--- config.mk ---
export PLATFORM = sky130hd
export DESIGN_NAME = seq_divmod
export DESIGN_NICKNAME = d
export VERILOG_FILES = /design/src/rtl/seq_divmod_pkg.sv /design/src/rtl/seq_divmod_step.sv /design/src/rtl/seq_divmod.sv
export SDC_FILE = /design/constraint.sdc
export NUM_CORES = 1
export LEC_CHECK = 0
export BUFFER_PORTS_ARGS = -buffer_cell sky130_fd_sc_hd__buf_2
export CORE_AREA = 3 3 71 73
export CTS_BUF_LIST = sky130_fd_sc_hd__clkbuf_8
export DETAILED_ROUTE_END_ITERATION = 16
export DIE_AREA = 0 0 74 76
export PLACE_DENSITY = 0.81
export REMOVE_ABC_BUFFERS = 1
export SYNTH_ARGS = -nofsm -noshare
export SYNTH_HDL_FRONTEND = slang
export SYNTH_SLANG_ARGS = --single-unit
export TNS_END_PERCENT = 20
--- constraint.sdc ---
create_clock -name Clk -period 4.7 [get_ports Clk]
set_input_delay 0.94 -clock Clk [delete_from_list [all_inputs] [get_ports Clk]]
set_output_delay 0.94 -clock Clk [all_outputs]
set_load 0.02 [all_outputs]
--- src/rtl/seq_divmod_pkg.sv ---
// ---------------------------------------------------------------------------
// seq_divmod_pkg
//   Shared definitions for the iterative unsigned divider seq_divmod:
//   FSM state encoding and the iteration-counter width helper.
// ---------------------------------------------------------------------------
package seq_divmod_pkg;

   // FSM state encoding
   localparam logic [1:0] ST_IDLE = 2'd0;
   localparam logic [1:0] ST_BUSY = 2'd1;
   localparam logic [1:0] ST_DONE = 2'd2;

   // Counter width able to hold 0..w
   function automatic int unsigned cnt_width(input int unsigned w);
      return $clog2(w + 1);
   endfunction

endpackage : seq_divmod_pkg

--- src/rtl/seq_divmod_step.sv ---
// ---------------------------------------------------------------------------
// divmod_step
//   One combinational restoring-division step, MSB first.
//   Ports:
//     pr       in   DATAWIDTH  current partial remainder (always < divisor)
//     din      in   1          next dividend bit shifted in
//     divisor  in   DATAWIDTH  divisor
//     pr_next  out  DATAWIDTH  partial remainder after this step
//     q_bit    out  1          quotient bit produced by this step
// ---------------------------------------------------------------------------
module divmod_step #(
   parameter int unsigned DATAWIDTH = 8
) (
   input  logic [DATAWIDTH-1:0] pr,
   input  logic                 din,
   input  logic [DATAWIDTH-1:0] divisor,
   output logic [DATAWIDTH-1:0] pr_next,
   output logic                 q_bit
);

   // Shifted remainder is one bit wider so the compare cannot overflow.
   logic [DATAWIDTH:0] shifted;

   assign shifted = {pr, din};
   assign q_bit   = (shifted >= {1'b0, divisor});

   // The result is always below the divisor (or equals the shifted dividend
   // prefix when the divisor is zero), so it fits in DATAWIDTH bits.
   assign pr_next = q_bit ? DATAWIDTH'(shifted - {1'b0, divisor})
                          : DATAWIDTH'(shifted);

endmodule : divmod_step

--- src/rtl/seq_divmod.sv ---
// ---------------------------------------------------------------------------
// seq_divmod
//   Iterative unsigned divider: one restoring step per cycle, producing
//   quotient and remainder after DATAWIDTH BUSY cycles, with a
//   start/busy and out_valid/out_ready handshake.
//   Optional macro SEQ_DIVMOD_DIV0_EN adds the div0 output and a one-edge
//   shortcut for a zero divisor.
//   Ports:
//     Clk        in   1          clock, rising edge
//     Rst        in   1          synchronous active-high reset
//     start      in   1          request, accepted only in IDLE
//     a          in   DATAWIDTH  dividend, sampled on accepted start
//     b          in   DATAWIDTH  divisor, sampled on accepted start
//     busy       out  1          high in BUSY and DONE
//     out_valid  out  1          high in DONE, quot/rem valid
//     out_ready  in   1          consumer takes the result
//     quot       out  DATAWIDTH  a / b
//     rem        out  DATAWIDTH  a % b
//     div0       out  1          (SEQ_DIVMOD_DIV0_EN only) divisor was zero
// ---------------------------------------------------------------------------
module seq_divmod
   import seq_divmod_pkg::*;
#(
   parameter int unsigned DATAWIDTH = 8
) (
   input  logic                 Clk,
   input  logic                 Rst,
   input  logic                 start,
   input  logic [DATAWIDTH-1:0] a,
   input  logic [DATAWIDTH-1:0] b,
   output logic                 busy,
   output logic                 out_valid,
   input  logic                 out_ready,
   output logic [DATAWIDTH-1:0] quot,
   output logic [DATAWIDTH-1:0] rem
`ifdef SEQ_DIVMOD_DIV0_EN
   ,
   output logic                 div0
`endif
);

   localparam int unsigned CW = cnt_width(DATAWIDTH);

   logic [1:0]           state, state_next;
   logic [CW-1:0]        count;
   logic [DATAWIDTH-1:0] shreg;     // dividend out at MSB, quotient in at LSB
   logic [DATAWIDTH-1:0] divisor;
   logic [DATAWIDTH-1:0] pr;
   logic [DATAWIDTH-1:0] pr_step;
   logic                 q_bit;
   logic                 accept_c;
   logic                 last_step_c;
`ifdef SEQ_DIVMOD_DIV0_EN
   logic                 zero_div_c;
`endif

   divmod_step #(
      .DATAWIDTH (DATAWIDTH)
   ) u_step (
      .pr      (pr),
      .din     (shreg[DATAWIDTH-1]),
      .divisor (divisor),
      .pr_next (pr_step),
      .q_bit   (q_bit)
   );

   // State register
   always_ff @(posedge Clk) begin
      if (Rst) state <= ST_IDLE;
      else     state <= state_next;
   end

   // Next-state and step control
   always_comb begin
      state_next  = state;
      accept_c    = 1'b0;
      last_step_c = 1'b0;
`ifdef SEQ_DIVMOD_DIV0_EN
      zero_div_c  = 1'b0;
`endif
      case (state)
         ST_IDLE: begin
            if (start) begin
               accept_c   = 1'b1;
`ifdef SEQ_DIVMOD_DIV0_EN
               zero_div_c = (b == '0);
               state_next = zero_div_c ? ST_DONE : ST_BUSY;
`else
               state_next = ST_BUSY;
`endif
            end
         end
         ST_BUSY: begin
            if (count == CW'(DATAWIDTH - 1)) begin
               last_step_c = 1'b1;
               state_next  = ST_DONE;
            end
         end
         ST_DONE: begin
            if (out_ready) state_next = ST_IDLE;
         end
         default: state_next = ST_IDLE;
      endcase
   end

   // Datapath and registered outputs
   always_ff @(posedge Clk) begin
      if (Rst) begin
         count     <= '0;
         shreg     <= '0;
         divisor   <= '0;
         pr        <= '0;
         busy      <= 1'b0;
         out_valid <= 1'b0;
         quot      <= '0;
         rem       <= '0;
`ifdef SEQ_DIVMOD_DIV0_EN
         div0      <= 1'b0;
`endif
      end else begin
         busy      <= (state_next != ST_IDLE);
         out_valid <= (state_next == ST_DONE);
         if (accept_c) begin
            shreg   <= a;
            divisor <= b;
            pr      <= '0;
            count   <= '0;
`ifdef SEQ_DIVMOD_DIV0_EN
            div0    <= zero_div_c;
            if (zero_div_c) begin
               quot <= '1;
               rem  <= a;
            end
`endif
         end else if (state == ST_BUSY) begin
            shreg <= {shreg[DATAWIDTH-2:0], q_bit};
            pr    <= pr_step;
            count <= count + CW'(1);
            if (last_step_c) begin
               quot <= {shreg[DATAWIDTH-2:0], q_bit};
               rem  <= pr_step;
            end
         end
      end
   end

endmodule : seq_divmod
==> out/qor.csv <==
metric,value,unit
fin_cells,351,
cts_tree,built,
rrSetupSlack,2090,ps
status,finished clean,
crit_end,rem[3],
die-height,76,um
synth_top_area_share,43.4,%
cp-startpoint,state[0],
layout_setup_ws,2090,ps
h-tree-depth,2,
ios,38,
dr.pass1.iters,4,
total_power,0.919,mW
utilization,56.9,%
timing.rr.end,rem[3],
crit_family,simple AND/OR/NAND/NOR gates,
ctsLongestPathBuffers,2,
synthToLayoutAreaGrowth,13.3,%
syn_area,2220,um^2
hold_violations,0,
vdd_drop_max,0.000133,V
design_area,2510,um^2
placedInstanceArea,2420,um^2
cp_slowest_stage_delay,890,ps
grt_overflow_total,0,
postCtsSetupRepairBufs,0,
path_clk_slew,80,ps
grt_first_pass_wirelength,8.42,mm
dp_hpwl,3.63,mm
fin_crit_sh,55.6,%
synthCells,267,
gp_congestion,0.866,
period_needed,2610,ps
diodes,0,
drive_gt1_share,16.7,%
final_max_slew_viol_count,0,
ys_types,38,
worst-r2r-cell-count,5,
initial_core_util,50.2,%
cp_num_buf_inv,1,
wl_per_cell,14.3,um
rsz0062_at_grt,false,
p_leak,1.04,nW
crit_path_start_kind,flip-flop,
slowest_stage,nor2_1,
critPathRequiredTime,4930,ps
cts-resized-gates,0,
core-area,4410,um^2
whs_path_depth,2,
synth_warnings,0,
synth_area_per_cell,8.30,um^2
clk-insertion-delay-late,310,ps
hold_buffers,0,
worstPathMaxFanout,23,
reg2reg_from,state[0],
preCtsSetupSlack,2170,ps
crit_type,reg2reg,
cts_buffers,5,
clock_sinks,48,
finalSetupViolations,0,
slew-limit-headroom,25.7,%
dieWidth,74,um
critPathCaptureType,flip-flop,
dp.cells,343,
fin_hold_ws,455,ps
arrival,2850,ps
power_per_cell_area,366,nW/um^2
vias_per_cell,5.68,
setup_tns,0,ps
ys_seq_area_share,43.4,%
max_cap_violations,0,
routed_wl,5.03,mm
drt-initial-drc-count,162,
rows,24,
vias,1993,
dieArea,5620,um^2
nets,328,
synthTopCellsByArea,"dfxtp_1 43%, a21oi_1 8.8%, nand2_1 7.5%",
cp.depth,5,
gr-usage-all-layers,18.9,%
ant_nets,0,
grt_pass1_vias,1828,
yosys.area.top_type,dfxtp_1,
fmax,383,MHz
min_path_type,reg2reg,
numPortBuffers,37,
synth_seq_cells,48,
antenna_found_initial,0,
grt_start_max_net_pins,33,
path_cells,inv_1 -> nor2_1 -> and3_1 -> o21ai_0 -> a21oi_1,
cts_root_buffer,clkbuf_8,
finClkSkew,7.64,ps
tightest_slew,1110,ps
drc,0,
-- worst reg2reg max path, delay by kind of cell (launching register included) --
kind,cells,cell delay [ps]
AOI/OAI and AO/OA,2,360
buffers and inverters,1,170
DFF,1,370
and+or+nand+nor,2,1660
-- cells in the final DEF, fill, tap and decap left out, drive strengths merged, types with 2 or more instances in the layout --
cell type,n
and3,2
xnor2,2
a21oi,39
xor2,5
nor3,2
inv,19
dfxtp,48
nor2,13
clkbuf,6
ha,9
a221oi,7
o21ai,14
or3,2
o21a,3
nand3,9
a311oi,2
nand2,44
and2,2
nand2b,2
o221a,2
o22ai,7
buf,37
nor2b,3
mux2i,3
a211oi,6
-- per-layer routing --
layer  routed length (um)  vias to the layer above  GRT usage [%]
met5                    0                        -              0
met4                   80                        0           8.15
met3                  343                        7           3.69
met2                 2300                       60           28.2
met1                 2300                      929           26.1
li1                     -                      997              -
-- worst min path at each step --
stage,startpoint,slack [ps],to
after floorplan,divisor[2],430,divisor[2]
after global placement,quot[7],440,quot[7]
after detailed placement,quot[4],440,quot[4]
after CTS,quot[4],450,quot[4]
after global routing,quot[7],470,quot[7]
final,quot[4],450,quot[4]
-- sequential cells by signal, indices dropped and copies added, names as in the netlist --
register and flops:
busy 1, count 4, divisor 8, out_valid 1, pr 8, quot 8
rem 8, shreg 8, state 2
-- kinds of logic (layout without fill, tap and decap cells) --
kind of cell / Yosys count / after routing / synth area share (%)
compound gates: 85 / 85 / 23.5
xor+xnor: 7 / 7 / 2.77
fa+ha+maj: 10 / 10 / 5.99
buf+inv: 31 / 63 / 5.25
flops: 48 / 48 / 43.4
mux: 3 / 3 / 1.36
simple gates: 83 / 83 / 17.7
-- Yosys cell counts, drive strengths merged --
| master | instances |
|---|---|
| fa | 1 |
| nor2 | 13 |
| a21o | 1 |
| or3 | 2 |
| nand3 | 9 |
| ha | 9 |
| inv | 18 |
| clkbuf | 13 |
| o21a | 3 |
| and2 | 2 |
| nor2b | 3 |
| o31a | 1 |
| or4b | 1 |
| nor3 | 2 |
| nand2 | 44 |
| o22ai | 7 |
| a221oi | 7 |
| o32ai | 1 |
| mux2i | 3 |
| nand4 | 1 |
| xor2 | 5 |
| o221ai | 1 |
| o32a | 1 |
| dfxtp | 48 |
| or2 | 1 |
| and3 | 2 |
| o21ai | 14 |
| xnor2 | 2 |
| and3b | 1 |
| a311oi | 2 |
| a21oi | 39 |
| o221a | 2 |
| a211oi | 6 |
| nand2b | 2 |
-- power by group --
| group | total (mW) | switching [mW] | internal (mW) |
|---|---|---|---|
| sequential | 0.438 | 0.0138 | 0.425 |
| clock | 0.255 | 0.137 | 0.118 |
| combinational | 0.225 | 0.134 | 0.0909 |
| total | 0.919 | 0.286 | 0.633 |
-- area by class of cell --
type	count	area, um^2
well taps	52	65.1
fillers	425	1900
clock inverters	2	11.3
multi-input cells	188	1140
clock buffers	6	82.6
repair buffers	37	185
inverters	18	67.6
flip-flops and latches	48	961
Power figures use the tool's default switching activity.
